File: config.mk
export PLATFORM = sky130hd
export DESIGN_NAME = vga_vram_arbiter
export DESIGN_NICKNAME = d
export VERILOG_FILES = /design/src/rtl/vga_pkg.sv /design/src/rtl/vga_rr_pick2.sv /design/src/rtl/vga_vram_arbiter.sv
export SDC_FILE = /design/constraint.sdc
export NUM_CORES = 1
export LEC_CHECK = 0
export ABC_AREA = 1
export CORE_ASPECT_RATIO = 1.25
export CORE_MARGIN = 10
export CORE_UTILIZATION = 42
export CTS_BUF_LIST = sky130_fd_sc_hd__clkbuf_8
export DETAILED_ROUTE_END_ITERATION = 16
export PLACE_DENSITY = 0.89
export SYNTH_ARGS = -nofsm -noshare
export SYNTH_HDL_FRONTEND = slang
export SYNTH_HIERARCHICAL = 1
export SYNTH_SLANG_ARGS = --single-unit
File: constraint.sdc
create_clock -name clk -period 4.1 [get_ports clk]
set_input_delay 1.23 -clock clk [delete_from_list [all_inputs] [get_ports clk]]
set_output_delay 1.23 -clock clk [all_outputs]
set_load 0.01 [all_outputs]
File: src/rtl/vga_pkg.sv
// Shared VGA constants: grant encoding, bus width defaults and display timing.
// Latency: none (constants and pure functions only).
// Backpressure: not applicable.
package vga_pkg;

    // Default VRAM geometry: 640x480 pixels, one bit each of R, G and B.
    localparam int VGA_ADDR_W = 19;
    localparam int VGA_DATA_W = 3;

    // Visible area, shared with vga_sync.
    localparam int H_DISPLAY = 640;
    localparam int V_DISPLAY = 480;

    // Owner of the single VRAM port for the current cycle.
    localparam logic [1:0] GNT_NONE = 2'd0;
    localparam logic [1:0] GNT_DISP = 2'd1;
    localparam logic [1:0] GNT_WR0  = 2'd2;
    localparam logic [1:0] GNT_WR1  = 2'd3;

    // Map a writer index (0/1) onto its grant code.
    function automatic logic [1:0] writer_gnt(input logic idx);
        return idx ? GNT_WR1 : GNT_WR0;
    endfunction

endpackage

File: src/rtl/vga_rr_pick2.sv
// Two-requester round-robin picker; the pointer starts at requester 0.
// Latency: pick is combinational, the pointer moves on the edge that takes the pick.
// Backpressure: a masked requester is invisible; the pointer only moves when advance is high.
module vga_rr_pick2 (
    input  logic       clk,
    input  logic       reset,
    input  logic       req0,
    input  logic       req1,
    input  logic [1:0] mask,
    input  logic       advance,
    output logic       vld,
    output logic       sel,
    output logic       rr
);

    logic rr_q;
    logic elig0;
    logic elig1;

    // Eligible requesters and the pick: the pointer only breaks ties.
    always_comb begin
        elig0 = req0 & ~mask[0];
        elig1 = req1 & ~mask[1];
        vld   = elig0 | elig1;
        if (elig0 && elig1) begin
            sel = rr_q;
        end else begin
            sel = elig1;
        end
        rr = rr_q;
    end

    // After a writer is served the pointer favours the other writer.
    always_ff @(posedge clk or posedge reset) begin
        if (reset) begin
            rr_q <= 1'b0;
        end else if (advance && vld) begin
            rr_q <= ~sel;
        end
    end

endmodule

File: src/rtl/vga_vram_arbiter.sv
// Single-port VRAM arbiter: display fetch has fixed priority, two writers share the rest round-robin.
// Latency: write ack during the cycle after the request is sampled; display data valid two edges after the command edge.
// Backpressure: writers hold req until ack; reads are never stalled. Macro VGA_VRAM_ARB_BLANK_ONLY_EN restricts writes to blanking.
module vga_vram_arbiter
    import vga_pkg::*;
#(
    parameter int ADDR_W = VGA_ADDR_W,
    parameter int DATA_W = VGA_DATA_W
) (
    input  logic              clk,
    input  logic              reset,
    input  logic              video_on,
    input  logic              disp_req,
    input  logic [ADDR_W-1:0] disp_addr,
    output logic [DATA_W-1:0] disp_data,
    output logic              disp_valid,
    input  logic              wr0_req,
    input  logic [ADDR_W-1:0] wr0_addr,
    input  logic [DATA_W-1:0] wr0_data,
    output logic              wr0_ack,
    input  logic              wr1_req,
    input  logic [ADDR_W-1:0] wr1_addr,
    input  logic [DATA_W-1:0] wr1_data,
    output logic              wr1_ack,
    output logic              ram_en,
    output logic              ram_we,
    output logic [ADDR_W-1:0] ram_addr,
    output logic [DATA_W-1:0] ram_wdata,
    input  logic [DATA_W-1:0] ram_rdata
);

    logic [1:0]        gnt_q;
    logic [1:0]        gnt_d;
    logic [ADDR_W-1:0] addr_q;
    logic [ADDR_W-1:0] addr_d;
    logic [DATA_W-1:0] wdata_q;
    logic [DATA_W-1:0] wdata_d;
    logic              rd_pend_q;
    logic              blank_block;
    logic [1:0]        wr_mask;
    logic              pick_vld;
    logic              pick_sel;
    logic              pick_rr;
    logic              pick_unused;

`ifdef VGA_VRAM_ARB_BLANK_ONLY_EN
    // Writers only see the port while the beam is blanked, so a shown frame never tears.
    assign blank_block = video_on;
`else
    // Writers may take any slot the display leaves free; video_on is not needed.
    assign blank_block = 1'b0 & video_on;
`endif

    // The pointer is only observed inside the picker.
    assign pick_unused = pick_rr;

    // A writer whose ack is on the port this cycle still has req high; hide it so it is not granted twice.
    always_comb begin
        wr_mask[0] = (gnt_q == GNT_WR0) | blank_block;
        wr_mask[1] = (gnt_q == GNT_WR1) | blank_block;
    end

    vga_rr_pick2 u_pick (
        .clk     (clk),
        .reset   (reset),
        .req0    (wr0_req),
        .req1    (wr1_req),
        .mask    (wr_mask),
        .advance (!disp_req),
        .vld     (pick_vld),
        .sel     (pick_sel),
        .rr      (pick_rr)
    );

    // Next grant: display strobe first, then the picked writer, otherwise idle.
    always_comb begin
        gnt_d   = GNT_NONE;
        addr_d  = '0;
        wdata_d = '0;
        if (disp_req) begin
            gnt_d  = GNT_DISP;
            addr_d = disp_addr;
        end else if (pick_vld) begin
            gnt_d   = writer_gnt(pick_sel);
            addr_d  = pick_sel ? wr1_addr : wr0_addr;
            wdata_d = pick_sel ? wr1_data : wr0_data;
        end
    end

    // Grant register; the command address/data are captured with it so the display strobe need not be held.
    always_ff @(posedge clk or posedge reset) begin
        if (reset) begin
            gnt_q   <= GNT_NONE;
            addr_q  <= '0;
            wdata_q <= '0;
        end else begin
            gnt_q   <= gnt_d;
            addr_q  <= addr_d;
            wdata_q <= wdata_d;
        end
    end

    // RAM command and acks decode straight from the grant, so reset drops them without waiting for an edge.
    always_comb begin
        ram_en    = 1'b0;
        ram_we    = 1'b0;
        ram_addr  = '0;
        ram_wdata = '0;
        wr0_ack   = 1'b0;
        wr1_ack   = 1'b0;
        case (gnt_q)
            GNT_DISP: begin
                ram_en   = 1'b1;
                ram_addr = addr_q;
            end
            GNT_WR0: begin
                ram_en    = 1'b1;
                ram_we    = 1'b1;
                ram_addr  = addr_q;
                ram_wdata = wdata_q;
                wr0_ack   = 1'b1;
            end
            GNT_WR1: begin
                ram_en    = 1'b1;
                ram_we    = 1'b1;
                ram_addr  = addr_q;
                ram_wdata = wdata_q;
                wr1_ack   = 1'b1;
            end
            default: begin
                ram_en = 1'b0;
            end
        endcase
    end

    // Read return: the RAM answers one cycle after the command, captured here with a single-cycle valid.
    always_ff @(posedge clk or posedge reset) begin
        if (reset) begin
            rd_pend_q  <= 1'b0;
            disp_valid <= 1'b0;
            disp_data  <= '0;
        end else begin
            rd_pend_q  <= (gnt_q == GNT_DISP);
            disp_valid <= rd_pend_q;
            if (rd_pend_q) begin
                disp_data <= ram_rdata;
            end
        end
    end

endmodule

Yosys cells after proc, flatten, opt, wreduce, memory -nomap -nowiden
Index checks and enable logic that the tools add are counted.

Bitwise operators: 6. Equality and inequality tests: 3. Reductions and logical operators: 5. Multiplexer cells: 16.

Operators with widths (count): $mux 19 (4); $mux 3 (4); $mux 1 (6); $eq 2x2->1 const B (2); $mux 2 (2); $not 1->1 (3); $reduce_or 3->1 (1); $and 1x1->1 (2); $eq 2x1->1 const B (1); $logic_and 1x1->1 (2); $reduce_or 2->1 (1); $logic_not 1->1 (1); $or 1x1->1 (1).

Bits in registers: 30. Input bits: 72. Output and inout port bits: 30. Logic and storage cells: 37.

Longest topological paths before layout
Depth in word-level cells: 8. Mapped depth: 12. Mapped depth without buffers: 10.

By module
Netlist, hierarchy kept.

By module, submodules not included: vga_vram_arbiter (cells each 251, area an instance 1622.8 um^2, times used 1); vga_rr_pick2 (cells each 16, area an instance 87.6 um^2, times used 1).

Least setup slack after synthesis
No wires, ideal clock.

Kind: register to output. Start point: reg gnt_q[1]. End point: out ram_en. Path buffers: 2. Data arrival time: 0.859 ns. Cell stages (with the launch flop): 5. Slack: 2.011 ns. Data required time: 2.870 ns. Cells stage by stage: dfrtp_1 buf_2 nor2_1 buf_2 inv_1.

Word-level cells in the longest chain between the ends: 3. Elaborated cells on any way between the ends: 5. Those cells by class: eq/ne (3); mux (1); reduce/logical (1).

RTL lines: from (decl) (line vga_vram_arbiter.sv:32) `logic [1:0] gnt_q;`; from (signal assigned) (line vga_vram_arbiter.sv:97) `gnt_q <= gnt_d;`; $eq 2x1->1 or $eq 2x2->1 (tied branches) (line vga_vram_arbiter.sv:111) `case (gnt_q)`; $reduce_or 3->1 (no source line) (*); $mux 1 (*) (line vga_vram_arbiter.sv:111); to (decl) (line vga_vram_arbiter.sv:25) `output logic ram_en,`.

Every way passes the cells marked *; elsewhere a longest branch is shown, timed or not.

Worst setup path after layout
Start point: reg gnt_q[1]. End point: out ram_addr[0].

Word-level cells in the longest chain between the ends: 3. Elaborated cells on any way between the ends: 5. Those cells by class: eq/ne (3); mux (1); reduce/logical (1).

RTL lines: $eq 2x1->1 or $eq 2x2->1 (tied branches) (line vga_vram_arbiter.sv:111); $reduce_or 3->1 (no source line) (*); $mux 19 (*) (line vga_vram_arbiter.sv:111); to (decl) (line vga_vram_arbiter.sv:27) `output logic [ADDR_W-1:0] ram_addr,`.

Marks and branches as above.

==> results.yml <==
run:
  drv_cap: 0
timing:
  finalCriticalPeriod_ns: 2.952
  setup_tns_ns: 0
  finalSetupViolCount: 0
  worst_pin_slew_ns: 1.060
  worst_slack_ns: 1.148
  rsz0062_at_grt: "no"
  slew_headroom_pct: 29.23
  fin_crit_sh_pct: 72.01
  maxSlewViolCount: 0
  finClkSkew_ns: 0.007034
  hold_violations: 0
  hold_slack_ns: 0.5017
  max_freq_mhz: 338.7
synthesis:
  synth.largest_area_cell: "dfrtp_1"
  ys_seq_elements: 30
  synth_nets: 339
  avgSynthCellArea_um2: 6.406
  yosys.area.top_type_share_pct: 43.89
  synthCells: 267
  yosysSeqAreaShare_pct: 43.89
  synth_cell_types: 15
  ys_top_cells_by_area: "dfrtp_1, nand2_1, inv_1"
  synth_area_um2: 1710
  yosysWarningCount: 6
cts:
  hold_buffers: 0
  clock-root-buffer: "clkbuf_8"
  path_clk_slew_ns: 0.07
  insertion_delay_ns: 0.27
  cts_tree: "yes"
  cts_buffer_depth: 2
  cts_resized: 0
  cts_buffers: 5
  post-cts-setup-buffers: 0
  cts.sinks: 30
  cts-htree-levels: 2
placed_design:
  gp_routability_congestion: 0.7042
  port-buffer-count: 100
  placed_area_um2: 2733
  pre_cts_slack_ns: 1.122
  hpwl_um: 4098
  dp_cells: 413
die:
  start_util_pct: 44.46
  die_area_um2: 7040
  die_h_um: 91.35
  core_um2: 3847
  rows: 25
  die_w_um: 77.08
  io_pins: 102
cells_and_area:
  design_area_um2: 2841
  final_nets: 438
  antennaDiodeCount: 0
  fin_cells: 421
  area_growth_pct: 66.13
  fillerInstances: 305
  drive_above_1_share_pct: 3.542
setup_path:
  slowest_stage: "clkdlybuf4s50_1"
  start_kind: "flop"
  worstSetupPathType: "flop to output port"
  critical_path.max_fanout: 20
  critPathRequiredTime_ns: 2.87
  r2r_setup_slack_ns: 2.13
  worstRegToRegCells: 11
  end_kind: "output port"
  cp_cell_sequence: "nor2_1 > buf_4 > nor2_1 > clkdlybuf4s50_1"
  slowest_delay_ns: 0.56
  critPathArrivalTime_ns: 1.72
  timing.rr.start: "gnt_q[1]$_DFF_PP0_"
  crit_top_cell: "nor2_1"
  worstSetupEndpoint: "ram_addr[0]"
  rr_endpoint: "addr_q[10]$_DFF_PP0_"
  cp-startpoint: "gnt_q[1]$_DFF_PP0_"
global_routing:
  grt_max_degree: 30
  grt_overflow: 0
  grt_pass1_vias: 1868
  grt_usage_pct: 14.51
  antenna_found_initial: 0
  grt_pass1_wl_um: 8404
hold_path:
  min_path_type: "flop to flop"
routing:
  routedWlPerCell_um: 11.83
  drt-pass1-iter-count: 4
  vias_per_cell: 4.240
  drcViolationCount: 0
  finalWirelength_um: 4979
  via_count: 1785
  drtAntennaViolNets: 0
  first_iter_violations: 56
power_and_ir_drop:
  p_leak_nw: 1.564
  p_per_area_nw_per_um2: 315.8
  peakVddDrop_uv: 166.0
outcome:
  status: "complete, no violations"
## cell type report
type                            instances  area, µm²  share of cell area, %
Timing Repair Buffer                  104       1031                  36.28
Inverter                               77      289.0                  10.17
Clock buffer                            5      68.82                  2.422
Multi-Input combinational cell        148      594.3                  20.92
Tap cell                               54      67.56                  2.378
Sequential cell                        30      750.7                  26.42
Clock inverter                          3      40.04                  1.409
## stage by stage
stage / util (%) / total power [mW]
floorplan: - / 0.4701
global placement: 71.02 / 0.6106
detailed placement: 71.02 / 0.6197
CTS: 73.85 / 0.9080
global route: 73.85 / 0.9524
finish: 73.85 / 0.8974
## registers in the layout (all words and copies together), names as in the netlist
| name | count |
|---|---|
| addr_q | 19 |
| disp_data | 3 |
| wdata_q | 3 |
| gnt_q | 2 |
| disp_valid | 1 |
| rd_pend_q | 1 |
| u_pick/rr | 1 |
## critical path, delay by kind of cell, from the launching register on
family | cells | cell delay, ns
flops | 1 | 0.48
buf+inv | 2 | 0.77
simple gates | 2 | 0.19
## cell families (layout without fill, tap and decap cells)
| group | count (synthesis) | in the layout | synth area share, % |
|---|---|---|---|
| DFF | 30 | 30 | 43.89 |
| AOI/OAI and AO/OA | 6 | 6 | 1.755 |
| and+or+nand+nor | 142 | 142 | 32.99 |
| buffers and inverters | 89 | 189 | 21.36 |
## cell usage after synthesis
cell / n
nand2_1: 90
inv_1: 76
dfrtp_1: 30
nor2_1: 28
nand3_1: 21
buf_2: 7
o21ai_0: 4
buf_4: 2
buf_6: 2
nor3_1: 2
a21oi_1: 1
clkbuf_1: 1
inv_2: 1
nand4_1: 1
o21ai_1: 1
## routing by layer
metal | part of all wire [%] | vias up | track usage [%]
met4 | 0.60 | 0 | 3.201
met1 | 38 | 765 | 14.02
met2 | 51 | 71 | 26.76
met5 | 0 | - | 0
li1 | - | 944 | -
met3 | 10 | 5 | 7.495
## worst min-delay path by stage
stage	start	depth (start not counted)	to
3_3_place_gp	u_pick/rr$_DFFE_PP0P_	2	u_pick/rr$_DFFE_PP0P_
6_report	u_pick/rr$_DFFE_PP0P_	2	u_pick/rr$_DFFE_PP0P_
2_1_floorplan	rd_pend_q$_DFF_PP0_	0	disp_valid$_DFF_PP0_
3_5_place_dp	u_pick/rr$_DFFE_PP0P_	2	u_pick/rr$_DFFE_PP0P_
4_1_cts	u_pick/rr$_DFFE_PP0P_	2	u_pick/rr$_DFFE_PP0P_
5_1_grt	rd_pend_q$_DFF_PP0_	0	disp_valid$_DFF_PP0_
## power by group
part	internal, mW	switching [mW]
combinational	0.149	0.120
clock	0.179	0.108
sequential	0.328	0.0135
total	0.655	0.242
## cell usage in the layout, fill, tap and decap left out, drive strengths merged
master / count
a21oi: 1
buf: 4
bufinv: 1
clkbuf: 5
clkdlybuf4s50: 100
clkinv: 2
dfrtp: 30
inv: 77
nand2: 90
nand3: 21
nand4: 1
nor2: 28
nor3: 2
o21ai: 5
Power figures use the tool's default switching activity.
